--- src/rtl/img_pkg.sv ---
// img_pkg: shared BMP constants, row-stride helper and write-FSM state type.
package img_pkg;
  localparam int BMP_HDR_BYTES = 54;
  typedef enum logic [2:0] {IDLE, WB, WG, WR, PAD, DONE} wr_state_e;
  function automatic int bmp_stride(input int width);
    return ((width * 3 + 3) / 4) * 4;
  endfunction
endpackage

--- src/rtl/image_write_addr.sv ---
// image_write_addr: column/row counters, line base and running byte pointer for the
// next pixel's B byte; flags the last column of a row and the last pixel of a frame.
module image_write_addr
  import img_pkg::*;
#(
  parameter int HEIGHT    = 768,
  parameter int WIDTH     = 512,
  parameter int BASE_ADDR = BMP_HDR_BYTES,
  parameter int BOTTOM_UP = 1,
  parameter int ADDR_W    = 21
) (
  input  logic              clk,
  input  logic              rst_n,
  input  logic              adv,
  input  logic              eor,
  input  logic              eof,
  output logic [ADDR_W-1:0] ptr,
  output logic              row_end,
  output logic              frame_end
);
  localparam int CW = WIDTH > 1 ? $clog2(WIDTH) : 1;
  localparam int RW = HEIGHT > 1 ? $clog2(HEIGHT) : 1;
  localparam logic [ADDR_W-1:0] STRIDE = ADDR_W'(bmp_stride(WIDTH));
  localparam logic [ADDR_W-1:0] LINE0 =
    ADDR_W'(BASE_ADDR + (BOTTOM_UP != 0 ? (HEIGHT - 1) * bmp_stride(WIDTH) : 0));
  logic [CW-1:0] col;
  logic [RW-1:0] row;
  logic [ADDR_W-1:0] line_base, line_next;
  assign row_end   = col == CW'(WIDTH - 1);
  assign frame_end = row_end && row == RW'(HEIGHT - 1);
  assign line_next = BOTTOM_UP != 0 ? line_base - STRIDE : line_base + STRIDE;
  // col holds WIDTH-1 through the pad cycles so row_end stays valid until the row step
  always_ff @(posedge clk or negedge rst_n)
    if (!rst_n) begin
      col       <= '0;
      row       <= '0;
      line_base <= LINE0;
      ptr       <= LINE0;
    end else if (eof) begin
      col       <= '0;
      row       <= '0;
      line_base <= LINE0;
      ptr       <= LINE0;
    end else if (eor) begin
      col <= '0;
      if (!frame_end) begin
        row       <= row + RW'(1);
        line_base <= line_next;
        ptr       <= line_next;
      end
    end else if (adv && !row_end) begin
      col <= col + CW'(1);
      ptr <= ptr + ADDR_W'(3);
    end
endmodule

--- src/rtl/image_write.sv ---
// image_write: serialises raster-order RGB pixels into BMP pixel-array byte writes
// (BGR order, rows padded to 4 bytes, bottom-up rows when BOTTOM_UP=1).
module image_write
  import img_pkg::*;
#(
  parameter int HEIGHT    = 768,
  parameter int WIDTH     = 512,
  parameter int BASE_ADDR = BMP_HDR_BYTES,
  parameter int BOTTOM_UP = 1,
  parameter int ADDR_W    = 21
) (
  input  logic              clk,
  input  logic              rst_n,
  input  logic              s_valid,
  output logic              s_ready,
  input  logic [7:0]        R,
  input  logic [7:0]        G,
  input  logic [7:0]        B,
  output logic              mem_we,
  output logic [ADDR_W-1:0] mem_addr,
  output logic [7:0]        mem_data,
  output logic              done
);
  localparam int PAD_BYTES = bmp_stride(WIDTH) - WIDTH * 3;
  localparam logic [1:0] PAD_LAST = 2'(PAD_BYTES - 1);
  wr_state_e state, state_n;
  logic [15:0] hold;
  logic [1:0] pad_cnt;
  logic [ADDR_W-1:0] ptr, addr_n;
  logic [7:0] data_n;
  logic accept, pad_last, adv, eor, eof, row_end, frame_end;
  assign accept   = s_valid && s_ready;
  assign pad_last = state == PAD && pad_cnt == PAD_LAST;
  assign adv      = state == WR;
  assign eor      = (adv && row_end && PAD_BYTES == 0) || pad_last;
  assign eof      = state == DONE;
  image_write_addr #(
    .HEIGHT(HEIGHT), .WIDTH(WIDTH), .BASE_ADDR(BASE_ADDR),
    .BOTTOM_UP(BOTTOM_UP), .ADDR_W(ADDR_W)
  ) u_addr (
    .clk(clk), .rst_n(rst_n), .adv(adv), .eor(eor), .eof(eof),
    .ptr(ptr), .row_end(row_end), .frame_end(frame_end)
  );
  always_comb begin
    state_n = state;
    case (state)
      IDLE:    state_n = accept ? WB : IDLE;
      WB:      state_n = WG;
      WG:      state_n = WR;
      WR:      state_n = !row_end ? IDLE : PAD_BYTES > 0 ? PAD : frame_end ? DONE : IDLE;
      PAD:     state_n = !pad_last ? PAD : frame_end ? DONE : IDLE;
      default: state_n = IDLE;
    endcase
  end
  // outputs are registered from the next state, so B is written the cycle after acceptance
  assign addr_n = state_n == WB ? ptr :
                  state_n inside {WG, WR, PAD} ? mem_addr + ADDR_W'(1) : mem_addr;
  assign data_n = state_n == WB ? B : state_n == WG ? hold[7:0] :
                  state_n == WR ? hold[15:8] : 8'd0;
  always_ff @(posedge clk or negedge rst_n)
    if (!rst_n) begin
      state    <= IDLE;
      hold     <= '0;
      pad_cnt  <= '0;
      s_ready  <= 1'b0;
      mem_we   <= 1'b0;
      mem_addr <= '0;
      mem_data <= '0;
      done     <= 1'b0;
    end else begin
      state    <= state_n;
      if (accept) hold <= {R, G};
      pad_cnt  <= state == PAD && !pad_last ? pad_cnt + 2'd1 : 2'd0;
      s_ready  <= state_n == IDLE;
      mem_we   <= state_n inside {WB, WG, WR, PAD};
      mem_addr <= addr_n;
      mem_data <= data_n;
      done     <= state_n == DONE;
    end
endmodule

--- config.mk ---
export PLATFORM = sky130hd
export DESIGN_NAME = image_write
export DESIGN_NICKNAME = d
export VERILOG_FILES = /design/src/rtl/img_pkg.sv /design/src/rtl/image_write_addr.sv /design/src/rtl/image_write.sv
export SDC_FILE = /design/constraint.sdc
export NUM_CORES = 1
export LEC_CHECK = 0
export ABC_AREA = 0
export CAP_MARGIN = 20
export CORE_MARGIN = 2
export CORE_UTILIZATION = 47
export DETAILED_ROUTE_END_ITERATION = 10
export PLACE_DENSITY = 0.68
export SLEW_MARGIN = 20
export SYNTH_ARGS = -nofsm -noshare
export SYNTH_HDL_FRONTEND = slang
export SYNTH_HIERARCHICAL = 1
export SYNTH_SLANG_ARGS = --single-unit
--- constraint.sdc ---
create_clock -name clk -period 3.6 [get_ports clk]
set_clock_uncertainty 0.15 [all_clocks]
set_input_delay 0.54 -clock clk [delete_from_list [all_inputs] [get_ports clk]]
set_output_delay 0.54 -clock clk [all_outputs]
set_load 0.1 [all_outputs]
==> impl_metrics.toml, run 1 <==
[outcome]
status = "finished clean"

[synthesis]
syn_area_per_cell_sq_um = 10.0
synth_warnings = 6
ys.flop_type = "dfrtp_1"
syn-cell-area_sq_mm = 0.00609
seq_area_frac_synth = 0.440
ys_ff_latch = 106
synth-edff-count = 0
syn_inst = 608
yosysUniqueCellTypes = 81
syn_nets = 642
async_reset_ff_frac = 1.00

[worst_setup_path]
r2r_cells = 12
cp.required_ps = 3690
worstSetupEndpointType = "flop"
arrival_ps = 3400
cp-start-kind = "flop"
crit_fanout = 18
path_class = "flop to flop"

[worst_hold_path]
min_path_type = "primary input to asynchronous set/reset pin"

[power_and_ir_drop]
power.total_uw = 5370
vdd_ir_drop_max_uv = 331
power.leakage_uw = 0.00294
p_per_area_mw_per_mm2 = 754

[cts]
cts_tree = "built"
cts_buffers = 9
cts-root-buf = "clkbuf_16"
clkSinkCount = 106
clk_pin_slew_ps = 80
clk_latency_ps = 360
cts_setup_buffers = 0
clockBufferDepth = 2
hold_buffers = 0
cts_htree_levels = 3
post_cts_resized = 0

[final_layout]
antennaDiodeCount = 0
final_cell_mix = "85 x dfrtp_1, 56 x clkdlybuf4s50_1, 45 x nor2_1"
final_common_cell = "dfrtp_1"
fin_area_sq_mm = 0.00712
multi_input_area_sq_mm = 0.00315
fin_nets = 689
n_fill_cell = 1092
seq_area_sq_mm = 0.00268
drive_above_1_share = 0.165
area_delta_synth_final_pct = 16.8
fin_util = 0.564

[routing]
routed_via_density = 6.11
routed_wl_um = 15200
drt_iter0_drc = 560
wl_per_cell_um = 18.3
post-route-drc-count = 0
ant_nets = 0
vias = 5085
dr.pass1.iters = 7

[die]
die_w_um = 118
pin_count = 59
coreArea_sq_mm = 0.0126
initial_core_util = 0.483
rows = 41
die-height_um = 118
dieArea_sq_mm = 0.0139

[global_routing]
grt_start_max_net_pins = 58
grt_pass1_wl_um = 25400
grt_antenna_before_repair = 0
grt_pass1_vias = 5003
grt_usage = 0.224
gr-total-overflow = 0

[sta]
hold_violations = 0
grt_setup_unrepaired = "false"
holdWs_ps = 91.4
fmax_mhz = 302
max_slew.worst_pin.slew_ps = 982
slew_violations = 0
slew_headroom = 0.343
period_share = 0.920
min_period_ps = 3310
setup_violations = 0
fin_tns_setup_ps = 0

[placement]
dpl_cell_area_sq_mm = 0.00681
io_buffer_count = 58
place.gp.congestion = 0.901
dp_hpwl_um = 10600

[run]
max-cap-violations = 0
[logic make-up after synthesis]
family                   share of synthesized area
buffers and inverters                       0.0450
multiplexers                                0.0435
adder cells (fa/ha/maj)                     0.0144
XOR/XNOR                                    0.0417
AND/OR/NAND/NOR                              0.193
AO/OA/AOI/OAI                                0.223
flip-flops                                   0.440
[critical path: stages, from the launching register on]
cell and delay (ps):
dfrtp_1 420, and3_1 220, nand3_1 100, nor2_1 60, ha_1 240, nand4b_1 220
nor3_1 70, buf_4 160, nor2b_1 350, nor2_1 170, o21ai_2 310, clkinv_2 350
mux2_2 380
[final cells by class]
| type | instances | area share |
|---|---|---|
| sequential | 106 | 0.376 |
| inverter | 19 | 0.0102 |
| clock buffer | 9 | 0.0317 |
| timing repair buffer | 73 | 0.0985 |
| tap | 172 | 0.0302 |
| multi-input combinational | 446 | 0.442 |
| clock inverter | 7 | 0.0109 |
[synth_stat cells (all sizes together) (8+ instances only)]
cell type	instances	share of area
a221oi	12	0.025
clkbuf	18	0.011
o21ai	34	0.029
nor3	15	0.014
dfstp	21	0.091
nand2	40	0.025
nand3	22	0.018
buf	19	0.022
a21oi	32	0.026
a2bb2oi	13	0.026
o22ai	10	0.010
nor3b	8	0.0099
o211ai	8	0.0099
a222oi	8	0.013
or3	9	0.0092
nand4	16	0.020
nor2	45	0.028
xor2	15	0.022
mux2	20	0.037
inv	18	0.011
and3	11	0.011
dfrtp	85	0.35
xnor2	14	0.020
[where the power goes]
| group | total (uW) | internal, uW | leakage (uW) | switching, uW |
|---|---|---|---|---|
| clock | 1000 | 545 | 0.000151 | 457 |
| combinational | 2510 | 807 | 0.00148 | 1700 |
| sequential | 1860 | 1510 | 0.00131 | 349 |
[sequential cells by signal (all words and copies together), names as in the netlist]
register and count:
u_addr/line_base 13, mem_data 8, hold 16, u_addr/row 10
state 3, u_addr/col 9, done 1, mem_we 1
s_ready 1, pad_cnt 2, mem_addr 21, u_addr/ptr 21
[per-layer routing]
metal / up-vias / share of wire / track usage
met5: - / 0 / 0
met4: 0 / 0.022 / 0.0873
met3: 28 / 0.051 / 0.0392
met2: 171 / 0.47 / 0.354
met1: 2487 / 0.46 / 0.308
li1: 2399 / - / -
[per-stage QoR]
stage          worst slack [ps]  instances
2_1_floorplan               614        608
3_3_place_gp                424        816
3_5_place_dp                331        816
4_1_cts                     301        832
5_1_grt                     103        832
6_report                    289        832
[final timing paths]
path                          startpoint              to  slack [ps]
max                        u_addr/col[2]     mem_addr[1]         290
min                                rst_n  u_addr/ptr[19]          90
max reg2reg                u_addr/col[2]     mem_addr[1]         290
min reg2reg                   pad_cnt[0]      pad_cnt[0]         290
max in group asynchronous          rst_n  u_addr/ptr[20]        2410
min in group clk              pad_cnt[0]      pad_cnt[0]         290
Power figures use the tool's default switching activity.
==> run 2: changes to the inputs <==
--- a/config.mk
+++ b/config.mk
@@ -10,6 +10,7 @@
 export CORE_MARGIN = 2
 export CORE_UTILIZATION = 47
 export DETAILED_ROUTE_END_ITERATION = 10
+export GPL_ROUTABILITY_DRIVEN = 0
 export PLACE_DENSITY = 0.68
 export SLEW_MARGIN = 20
 export SYNTH_ARGS = -nofsm -noshare
==> run 2 against run 1 <==
  * Setup slack lost 10 ps
  * Flip-flop and latch count is the same
  * Total power grew 0.14%
  * Fmax shrank 0.30%
  * First-iteration DRC count grew 18%
  * Final cell count grew 0.12%
  * Die area is the same
  * Clock power is essentially flat
  * Critical endpoint unchanged
  * Sequential share of layout area is essentially flat
==> impl_metrics.toml, run 2 (synthesized netlist as in run 1, its figures left out) <==
[final_layout]
antennaDiodeCount = 0
drive_above_1_share = 0.160
area_delta_synth_final_pct = 16.9
reg.largest.list = "mem_addr (21), u_addr/ptr (21), hold (16)"
fin_nets = 690
final_cell_mix = "85 x dfrtp_1, 56 x clkdlybuf4s50_1, 45 x nor2_1"
final_common_cell = "dfrtp_1"

[routing]
routed_via_density = 6.11
vias = 5087
drt_iter0_drc = 661
dr.pass1.iters = 7
ant_nets = 0
routed_wl_um = 15000
post-route-drc-count = 0
wl_per_cell_um = 18.0

[sta]
slew_headroom = 0.327
slew_violations = 0
min_period_ps = 3320
fin_tns_setup_ps = 0
grt_setup_unrepaired = "false"
setup_violations = 0
max_slew.worst_pin.slew_ps = 1010
hold_violations = 0
worst_slack_ps = 279
fmax_mhz = 301
period_share = 0.922

[cts]
cts_setup_buffers = 0
cts_buffers = 9
clkSinkCount = 106
clk_latency_ps = 360
cts_htree_levels = 3
clk_pin_slew_ps = 70
cts_tree = "built"
cts-root-buf = "clkbuf_16"
clockBufferDepth = 2

[worst_setup_path]
critical_path.max_stage_delay_ps = 410
cp-start-kind = "flop"
cp.required_ps = 3690
path_class = "flop to flop"
arrival_ps = 3410
worstSetupEndpointType = "flop"
cp_cell_sequence = "and3_1, nand3_1, nor2_1, ha_1, nand4b_1, nor3_1, buf_4, nor2b_1, nor2_1, o21ai_2, clkinv_2, mux2_2"
crit_slowest_cell = "dfrtp_1"
crit_fanout = 18
worst_path_most_repeated_cell = "nor2_1"

[die]
die-height_um = 118
dieArea_sq_mm = 0.0139
pin_count = 59
coreArea_sq_mm = 0.0126
initial_core_util = 0.483
die_w_um = 118
rows = 41

[global_routing]
grt_pass1_wl_um = 24700
grt_usage = 0.218
grt_start_max_net_pins = 106
grt_antenna_before_repair = 0
gr-total-overflow = 0
grt_pass1_vias = 4820

[run]
max-cap-violations = 0

[placement]
io_buffer_count = 58
dp_hpwl_um = 10200
dp_slack_ps = 318

[power_and_ir_drop]
vdd_ir_drop_max_uv = 318
power.leakage_uw = 0.00293
p_per_area_mw_per_mm2 = 755

[outcome]
status = "finished clean"

[worst_hold_path]
min_path_type = "flop to flop"
[run 2: cell type report]
type	count	area, sq um
inverters	19	72.6
fillers	1128	5500
clock inverters	4	51.3
clock buffers	12	246
well taps	172	215
multi-input cells	446	3150
repair buffers	74	711
flip-flops and latches	106	2680
[run 2: timing repair]
action                                 in CTS  in global routing
endpoints found under the hold margin       1                  0
hold buffers                                1                  0
resized for setup                           0                  0
[run 2: path summary, 6_finish.rpt]
kind | start | end | slack (ps) | cells after the start
max in group asynchronous | rst_n | u_addr/ptr[16] | 2200 | 3
max | u_addr/col[2] | mem_addr[1] | 280 | 12
min | pad_cnt[0] | pad_cnt[0] | 300 | 1
min in group asynchronous | rst_n | done | 370 | 2
max reg2reg | u_addr/col[2] | mem_addr[1] | 280 | 12
min reg2reg | pad_cnt[0] | pad_cnt[0] | 300 | 1
[run 2: power by group]
group | internal [uW] | total, uW | switching (uW)
sequential | 1510 | 1850 | 341
combinational | 812 | 2520 | 1710
clock | 560 | 1010 | 450
total | 2880 | 5380 | 2500
[run 2: worst max-delay path, delay by kind of cell (launching register included)]
kind | cells | cell delay, ps
AO/OA/AOI/OAI | 1 | 310
AND/OR/NAND/NOR | 7 | 1220
buffers and inverters | 2 | 510
adder cells (fa/ha/maj) | 1 | 240
flip-flops | 1 | 410
multiplexers | 1 | 360
[run 2: routing by layer]
| layer | track usage | vias to the layer above | part of all wire |
|---|---|---|---|
| li1 | - | 2401 | - |
| met1 | 0.304 | 2490 | 0.46 |
| met2 | 0.338 | 167 | 0.46 |
| met3 | 0.0300 | 29 | 0.049 |
| met4 | 0.0971 | 0 | 0.025 |
| met5 | 0 | - | 0 |
[run 2: metrics by stage]
| step | util | total power [uW] | hold slack (ps) | instance area [sq um] | std cells |
|---|---|---|---|---|---|
| 6_report | 0.564 | 5380 | 300 | 7120 | 833 |
| 5_1_grt | 0.564 | 5650 | 321 | 7120 | 833 |
| 4_1_cts | 0.564 | 5380 | 300 | 7120 | 833 |
| 3_5_place_dp | 0.539 | 4360 | 182 | 6810 | 816 |
| 3_3_place_gp | 0.539 | 4300 | 181 | 6810 | 816 |
| 2_1_floorplan | - | 3740 | 94.4 | 6090 | 608 |
==> run 3: changes to the inputs <==
--- a/config.mk
+++ b/config.mk
@@ -6,6 +6,7 @@
 export NUM_CORES = 1
 export LEC_CHECK = 0
 export ABC_AREA = 0
+export ABC_CLOCK_PERIOD_IN_PS = 3600
 export CAP_MARGIN = 20
 export CORE_MARGIN = 2
 export CORE_UTILIZATION = 47
==> results of run 3 <==
The final DEF is identical to that of run 2; final timing and power are the same.
